$ cat config.mk
export PLATFORM = sky130hd
export DESIGN_NAME = seg_scan_decoder_flat
export DESIGN_NICKNAME = d
export VERILOG_FILES = /design/src/rtl/seg_scan_decoder_if.sv /design/src/rtl/seg_scan_decoder.sv /design/src/flat_wrapper.sv
export SDC_FILE = /design/constraint.sdc
export NUM_CORES = 1
export LEC_CHECK = 0
export BUFFER_PORTS_ARGS = -buffer_cell sky130_fd_sc_hd__clkbuf_2
export CAP_MARGIN = 20
export CORE_MARGIN = 2
export CORE_UTILIZATION = 50
export CTS_CLUSTER_DIAMETER = 150
export DETAILED_ROUTE_END_ITERATION = 8
export PLACE_DENSITY_LB_ADDON = 0.1
export SYNTH_ARGS = -nofsm -noshare
export SYNTH_HDL_FRONTEND = slang
export SYNTH_SLANG_ARGS = --single-unit
$ cat constraint.sdc
create_clock -name clk -period 5.2 [get_ports clk]
set_input_delay 1.04 -clock clk [delete_from_list [all_inputs] [get_ports clk]]
set_output_delay 1.04 -clock clk [all_outputs]
set_load 0.005 [all_outputs]
$ cat src/rtl/seg_scan_decoder_if.sv
// Bus between a multiplexed 4-digit 7-segment display driver and its
// readback decoder.
//   d1..d4     : digit strobes, active-low (d1 = minute tens ... d4 = second units)
//   a7..g7     : segments a..g, active-high (1 = lit)
//   dig1..dig4 : rebuilt BCD value per digit
//   val        : val[n-1] set while dign holds a valid decoded value
//   frame      : one-cycle pulse, all four digits seen since the previous frame
//   seg_err    : one-cycle pulse, stable segment pattern is not a BCD glyph
//   stb_err    : one-cycle pulse, two or more strobes low and stable
//   stale      : level, no capture for the timeout period
// master = display driver side, slave = decoder side.
interface seg_scan_decoder_if;
  logic       d1, d2, d3, d4;
  logic       a7, b7, c7, d7, e7, f7, g7;
  logic [3:0] dig1, dig2, dig3, dig4;
  logic [3:0] val;
  logic       frame;
  logic       seg_err;
  logic       stb_err;
  logic       stale;

  modport master (
    output d1, d2, d3, d4, a7, b7, c7, d7, e7, f7, g7,
    input  dig1, dig2, dig3, dig4, val, frame, seg_err, stb_err, stale
  );

  modport slave (
    input  d1, d2, d3, d4, a7, b7, c7, d7, e7, f7, g7,
    output dig1, dig2, dig3, dig4, val, frame, seg_err, stb_err, stale
  );
endinterface

$ cat src/rtl/seg_scan_decoder.sv
// Receive side of the stopwatch's multiplexed 7-segment display bus.
// Synchronises the strobes and segments, waits for a pattern to be stable,
// then decodes it into the BCD digit selected by the active strobe.
// Ports:
//   clk : system clock, rising edge
//   rst : asynchronous reset, active-high
//   bus : seg_scan_decoder_if.slave (strobes/segments in, digits/flags out)
module seg_scan_decoder #(
  parameter int SETTLE_CYCLES = 4,
  parameter int TIMEOUT       = 1024
) (
  input logic               clk,
  input logic               rst,
  seg_scan_decoder_if.slave bus
);

  localparam int CNT_W  = $clog2(SETTLE_CYCLES + 1);
  localparam int IDLE_W = $clog2(TIMEOUT + 1);
  localparam logic [CNT_W-1:0]  CNT_MAX  = CNT_W'(SETTLE_CYCLES);
  localparam logic [CNT_W-1:0]  CNT_EVAL = CNT_W'(SETTLE_CYCLES - 1);
  localparam logic [IDLE_W-1:0] IDLE_MAX = IDLE_W'(TIMEOUT);
  // Quiet bus: all strobes high, all segments dark.
  localparam logic [10:0] VEC_IDLE = {4'b1111, 7'b0000000};
  // Glyphs abcdefg, digit 0 in the least significant slot.
  localparam logic [69:0] DECODE_TABLE = {
    7'b1111011, 7'b1111111, 7'b1110000, 7'b1011111, 7'b1011011,
    7'b0110011, 7'b1111001, 7'b1101101, 7'b0110000, 7'b1111110
  };

  typedef enum logic [1:0] {
    ST_IDLE,
    ST_SETTLE,
    ST_HELD
  } state_t;

  // Input vector: [10:7] = strobes d4..d1, [6:0] = segments a..g.
  logic [10:0]       raw;
  logic [10:0]       sync1_reg, sync2_reg, prev_reg;
  logic [CNT_W-1:0]  cnt_reg;
  state_t            state_reg, state_next;
  logic [IDLE_W-1:0] idle_cnt_reg, idle_cnt_next;
  logic [3:0]        val_reg, val_next;
  logic [3:0]        seen_reg, seen_next;
  logic              frame_reg, frame_next;
  logic              seg_err_reg, seg_err_next;
  logic              stb_err_reg, stb_err_next;
  logic              stale_reg, stale_next;

  logic              changed;
  logic              all_high;
  logic [3:0]        strobe_low;
  logic [6:0]        seg;
  logic              multi;
  logic              blank;
  logic [9:0]        match;
  logic              found;
  logic [3:0]        seg_value;
  logic              eval;
  logic              capture;
  logic [3:0]        dig_q [4];

  assign raw = {bus.d4, bus.d3, bus.d2, bus.d1,
                bus.a7, bus.b7, bus.c7, bus.d7, bus.e7, bus.f7, bus.g7};

  // Two-flop synchroniser, "previous" copy and stability counter.
  always_ff @(posedge clk or posedge rst) begin
    if (rst) begin
      sync1_reg <= VEC_IDLE;
      sync2_reg <= VEC_IDLE;
      prev_reg  <= VEC_IDLE;
      cnt_reg   <= '0;
    end else begin
      sync1_reg <= raw;
      sync2_reg <= sync1_reg;
      prev_reg  <= sync2_reg;
      if (changed) begin
        cnt_reg <= '0;
      end else if (cnt_reg != CNT_MAX) begin
        cnt_reg <= cnt_reg + 1'b1;
      end
    end
  end

  assign changed    = (sync2_reg != prev_reg);
  assign strobe_low = ~sync2_reg[10:7];
  assign all_high   = (strobe_low == 4'b0000);
  assign seg        = sync2_reg[6:0];
  // More than one bit set: clearing the lowest set bit leaves something.
  assign multi      = ((strobe_low & (strobe_low - 4'd1)) != 4'b0000);
  assign blank      = (seg == 7'b0000000);

  for (genvar gi = 0; gi < 10; gi++) begin : g_match
    assign match[gi] = (seg == DECODE_TABLE[gi*7 +: 7]);
  end

  assign found = |match;

  always_comb begin
    seg_value = '0;
    for (int i = 0; i < 10; i++) begin
      if (match[i]) begin
        seg_value = 4'(i);
      end
    end
  end

  // Scan FSM; eval is the single cycle in which a settled pattern is judged.
  always_ff @(posedge clk or posedge rst) begin
    if (rst) begin
      state_reg <= ST_IDLE;
    end else begin
      state_reg <= state_next;
    end
  end

  always_comb begin
    state_next = state_reg;
    eval       = 1'b0;
    case (state_reg)
      ST_IDLE: begin
        if (!all_high) begin
          state_next = ST_SETTLE;
        end
      end
      ST_SETTLE: begin
        if (all_high) begin
          state_next = ST_IDLE;
        end else if (!changed && cnt_reg == CNT_EVAL) begin
          eval       = 1'b1;
          state_next = ST_HELD;
        end
      end
      ST_HELD: begin
        if (all_high) begin
          state_next = ST_IDLE;
        end else if (changed) begin
          state_next = ST_SETTLE;
        end
      end
      default: state_next = ST_IDLE;
    endcase
  end

  assign capture = eval && !multi && found;

  // Status, frame tracking and stale watchdog.
  always_comb begin
    val_next      = val_reg;
    seen_next     = seen_reg;
    frame_next    = 1'b0;
    seg_err_next  = 1'b0;
    stb_err_next  = 1'b0;
    stale_next    = stale_reg;
    idle_cnt_next = idle_cnt_reg;

    if (eval) begin
      idle_cnt_next = '0;
    end else if (idle_cnt_reg != IDLE_MAX) begin
      idle_cnt_next = idle_cnt_reg + 1'b1;
    end

    if (eval) begin
      if (multi) begin
        stb_err_next = 1'b1;
      end else if (blank) begin
        // A dark digit is a legitimate display state: counts as seen, not valid.
        val_next  = val_reg & ~strobe_low;
        seen_next = seen_reg | strobe_low;
      end else if (found) begin
        val_next   = val_reg | strobe_low;
        seen_next  = seen_reg | strobe_low;
        stale_next = 1'b0;
      end else begin
        seg_err_next = 1'b1;
        val_next     = val_reg & ~strobe_low;
      end
      if (seen_next == 4'b1111) begin
        frame_next = 1'b1;
        seen_next  = 4'b0000;
      end
    end else if (idle_cnt_next == IDLE_MAX) begin
      stale_next = 1'b1;
      val_next   = 4'b0000;
      seen_next  = 4'b0000;
    end
  end

  always_ff @(posedge clk or posedge rst) begin
    if (rst) begin
      idle_cnt_reg <= '0;
      val_reg      <= '0;
      seen_reg     <= '0;
      frame_reg    <= 1'b0;
      seg_err_reg  <= 1'b0;
      stb_err_reg  <= 1'b0;
      stale_reg    <= 1'b0;
    end else begin
      idle_cnt_reg <= idle_cnt_next;
      val_reg      <= val_next;
      seen_reg     <= seen_next;
      frame_reg    <= frame_next;
      seg_err_reg  <= seg_err_next;
      stb_err_reg  <= stb_err_next;
      stale_reg    <= stale_next;
    end
  end

  // One BCD register per digit, loaded only by a good glyph on its own strobe.
  for (genvar gi = 0; gi < 4; gi++) begin : g_digit
    logic [3:0] digit_reg;
    always_ff @(posedge clk or posedge rst) begin
      if (rst) begin
        digit_reg <= '0;
      end else if (capture && strobe_low[gi]) begin
        digit_reg <= seg_value;
      end
    end
    assign dig_q[gi] = digit_reg;
  end

  assign bus.dig1    = dig_q[0];
  assign bus.dig2    = dig_q[1];
  assign bus.dig3    = dig_q[2];
  assign bus.dig4    = dig_q[3];
  assign bus.val     = val_reg;
  assign bus.frame   = frame_reg;
  assign bus.seg_err = seg_err_reg;
  assign bus.stb_err = stb_err_reg;
  assign bus.stale   = stale_reg;

endmodule

$ cat src/flat_wrapper.sv
// flat-port wrapper written by rule: the top's interface ports become plain ports
module seg_scan_decoder_flat 
#(
  parameter int SETTLE_CYCLES = 4,
  parameter int TIMEOUT       = 1024
)
  (clk, rst, bus_d1, bus_d2, bus_d3, bus_d4, bus_a7, bus_b7, bus_c7, bus_d7, bus_e7, bus_f7, bus_g7, bus_dig1, bus_dig2, bus_dig3, bus_dig4, bus_val, bus_frame, bus_seg_err, bus_stb_err, bus_stale);
  seg_scan_decoder_if bus_i ();
  input logic clk;
  input logic rst;
  input wire logic [$bits(bus_i.d1)-1:0] bus_d1;
  input wire logic [$bits(bus_i.d2)-1:0] bus_d2;
  input wire logic [$bits(bus_i.d3)-1:0] bus_d3;
  input wire logic [$bits(bus_i.d4)-1:0] bus_d4;
  input wire logic [$bits(bus_i.a7)-1:0] bus_a7;
  input wire logic [$bits(bus_i.b7)-1:0] bus_b7;
  input wire logic [$bits(bus_i.c7)-1:0] bus_c7;
  input wire logic [$bits(bus_i.d7)-1:0] bus_d7;
  input wire logic [$bits(bus_i.e7)-1:0] bus_e7;
  input wire logic [$bits(bus_i.f7)-1:0] bus_f7;
  input wire logic [$bits(bus_i.g7)-1:0] bus_g7;
  output wire logic [$bits(bus_i.dig1)-1:0] bus_dig1;
  output wire logic [$bits(bus_i.dig2)-1:0] bus_dig2;
  output wire logic [$bits(bus_i.dig3)-1:0] bus_dig3;
  output wire logic [$bits(bus_i.dig4)-1:0] bus_dig4;
  output wire logic [$bits(bus_i.val)-1:0] bus_val;
  output wire logic [$bits(bus_i.frame)-1:0] bus_frame;
  output wire logic [$bits(bus_i.seg_err)-1:0] bus_seg_err;
  output wire logic [$bits(bus_i.stb_err)-1:0] bus_stb_err;
  output wire logic [$bits(bus_i.stale)-1:0] bus_stale;
  assign bus_i.d1 = bus_d1;
  assign bus_i.d2 = bus_d2;
  assign bus_i.d3 = bus_d3;
  assign bus_i.d4 = bus_d4;
  assign bus_i.a7 = bus_a7;
  assign bus_i.b7 = bus_b7;
  assign bus_i.c7 = bus_c7;
  assign bus_i.d7 = bus_d7;
  assign bus_i.e7 = bus_e7;
  assign bus_i.f7 = bus_f7;
  assign bus_i.g7 = bus_g7;
  assign bus_dig1 = bus_i.dig1;
  assign bus_dig2 = bus_i.dig2;
  assign bus_dig3 = bus_i.dig3;
  assign bus_dig4 = bus_i.dig4;
  assign bus_val = bus_i.val;
  assign bus_frame = bus_i.frame;
  assign bus_seg_err = bus_i.seg_err;
  assign bus_stb_err = bus_i.stb_err;
  assign bus_stale = bus_i.stale;
  seg_scan_decoder #(.SETTLE_CYCLES(SETTLE_CYCLES), .TIMEOUT(TIMEOUT)) u_core (.clk(clk), .rst(rst), .bus(bus_i));
endmodule
==> run metrics <==
outcome=finished clean; worst vdd ir=0.2039 mV; final wirelength=6489 um; global-route wire length before repair=10780 um; slowest CP cell=or4_4; Syn Nets=332; cell area power density=287.1 nW/um^2; clock slew at reported path FFs=0.08 ns; Setup CP Type=flip-flop to flip-flop; worst rel slew slack=49.80%; GRT Residual Overflow=0; Rows=30; CTS tree=done; Starting Density=51.09%; WHS Endpoint=u_core.sync2_reg[1]; # DRC=0; Final Power=1105 uW; CP top delay family=simple AND/OR/NAND/NOR gates; nets@finish=368; Final Cycle Share=51.56%; Buf/Inv on CP=0; final hold viol count=0; initial DRC count=121; Max stage delay on crit path=0.59 ns; GPL Wtd Cong=0.8296; Syn Std Cell Area=3413 um^2; hold path cells=0; Worst setup SP type=flip-flop; FF+latch count, synth=77; synth unique cells=56; H-tree levels=3; Slew Limit Fails=0; post-CTS setup buffers=0; detailed-route vias per instance=5.566; largest net degree at the start of global routing=41; Area contributors post-synth=dfrtp_1 48%, dfstp_2 9.2%, o21ai_0 4.0%; Register-to-Register Path Depth=7; slew at the pin with the worst max-slew slack=0.7520 ns; average cell area after synthesis=10.87 um^2; number of clock sinks=77; Hold Path Class=flip-flop to flip-flop; Synth area leader=dfrtp_1; YS warnings=0; Hold Crit Start=u_core.sync1_reg[1]; FF-to-FF setup slack=2.52 ns; final core utilization=57.60%; core area=6681 um^2; Synth Instances=314; gr usage total=18.51%; vias=2421; vias in the first global route=2238; minimum clock period=2.681 ns; Area Growth Syn to Fin=12.76%; Die Span Y=86.62 um; n_diodes=0; Top FF cell, synth=dfrtp_1; CP Data Required Time=5.43 ns; Post-synth ARST share=100.0%; clock buffer depth=2; Worst setup EP type=flip-flop; Fin Clk Skew=0.01090 ns; # IOs=37; Port Buffers=36; Max Cap Viol=0; # setup viols final=0; CP Cell Sequence=ha_1 > nand3_1 > nor3_2 > a32oi_1 > or4_4 > or2_4 > a311o_1; share of the synthesized area in the top cell type=47.65%; part of the Yosys area used for sequential elements=56.89%; ANT nets after route=0; highest net fanout along the worst path=7; layout cell share with drive strength beyond 1=22.82%; die width=86.62 um; Routed WL per cell=14.92 um; fmax=373.0 MHz; WP data arrival=2.91 ns; EDFF count, synth=0; reg-to-reg endpoint=u_core.bus.val[0]; full die area=7503 um^2; DRT Pass-1 Iters=4; Detail Placement HPWL=4509 um; Worst-Skew Late Latency=0.34 ns; Pleak=0.001772 uW; most common cell after layout, fill and taps aside=dfrtp_1; RSZ-0062 raised after global routing=false; TritonCTS buffer count=9; Hold Slack=0.3509 ns; cts hold-fix bufs=0; most frequent cells in the layout=65 x dfrtp_1, 36 x clkbuf_2, 28 x nand2_1; reg-to-reg critical path startpoint=u_core.idle_cnt_reg[0]; post-CTS resize count=0; CTS root buffer=clkbuf_8; initial antenna violation count=0; sum of negative setup slack=0 ns
-- worst register-to-register path, cell delays in order (launching register included) --
cell and delay, ns:
dfrtp_1 0.49, ha_1 0.28, nand3_1 0.15, nor3_2 0.29
a32oi_1 0.15, or4_4 0.59, or2_4 0.28, a311o_1 0.35
-- kinds of logic after synthesis --
group,count (synthesis),share of synthesized area [%]
AO/OA/AOI/OAI,67,12.90
multiplexers,4,1.283
buffers and inverters,25,2.749
AND/OR/NAND/NOR,113,18.40
XOR/XNOR,22,5.645
adder cells (fa/ha/maj),6,2.126
flip-flops,77,56.89
-- Yosys cell counts (3+ instances only) --
library cell,instances
nor3_1,8
nand2b_1,3
mux2_2,3
ha_1,5
nand4_1,5
a31oi_1,3
dfrtp_1,65
o21ai_0,27
dfstp_2,12
nor3b_1,3
nand2_1,28
o31ai_1,6
xor2_1,7
and4_1,4
nor2b_1,4
nand3_1,13
o2111ai_1,4
a31o_2,3
nor2_1,19
inv_1,12
clkbuf_1,12
xnor2_1,15
a21oi_1,5
and3_1,4
-- worst max path at each step --
stage | start | to | cells past startpoint
CTS | u_core.idle_cnt_reg[0] | u_core.bus.val[0] | 7
detailed placement | u_core.idle_cnt_reg[0] | u_core.bus.val[0] | 7
global placement | u_core.idle_cnt_reg[0] | u_core.bus.val[0] | 7
global route | u_core.sync2_reg[7] | u_core.bus.dig3[2] | 5
floorplan | rst | u_core.bus.dig1[0] | 1
finish | u_core.idle_cnt_reg[0] | u_core.bus.val[0] | 7
-- through the flow --
step	cell area, um^2	setup WS (ns)	cells
after floorplan	3413	2.213	314
after global placement	3652	2.595	418
after detailed placement	3652	2.544	418
after CTS	3844	2.526	434
after global routing	3849	2.364	435
final	3849	2.519	435
-- metal layers --
layer	up-vias	GRT usage (%)	routed length, um
met5	-	0	0
met4	0	7.670	66
met3	7	3.810	238
met2	48	26.71	2897
met1	1178	27.27	3286
li1	1188	-	-
-- power by group --
group	internal (uW)	total, uW	switching, uW
combinational	15.6	39.1	23.5
sequential	616	632	16.3
clock	221	434	213
-- layout make-up --
| cell class | instances | area (um^2) |
|---|---|---|
| Clock buffer | 10 | 127.6 |
| Fill cell | 592 | 2833 |
| Tap cell | 80 | 100.1 |
| Inverter | 12 | 45.04 |
| Clock inverter | 6 | 63.81 |
| Timing Repair Buffer | 38 | 192.7 |
| Sequential cell | 77 | 1942 |
| Multi-Input combinational cell | 212 | 1378 |
(Power assumes the default switching activity.)
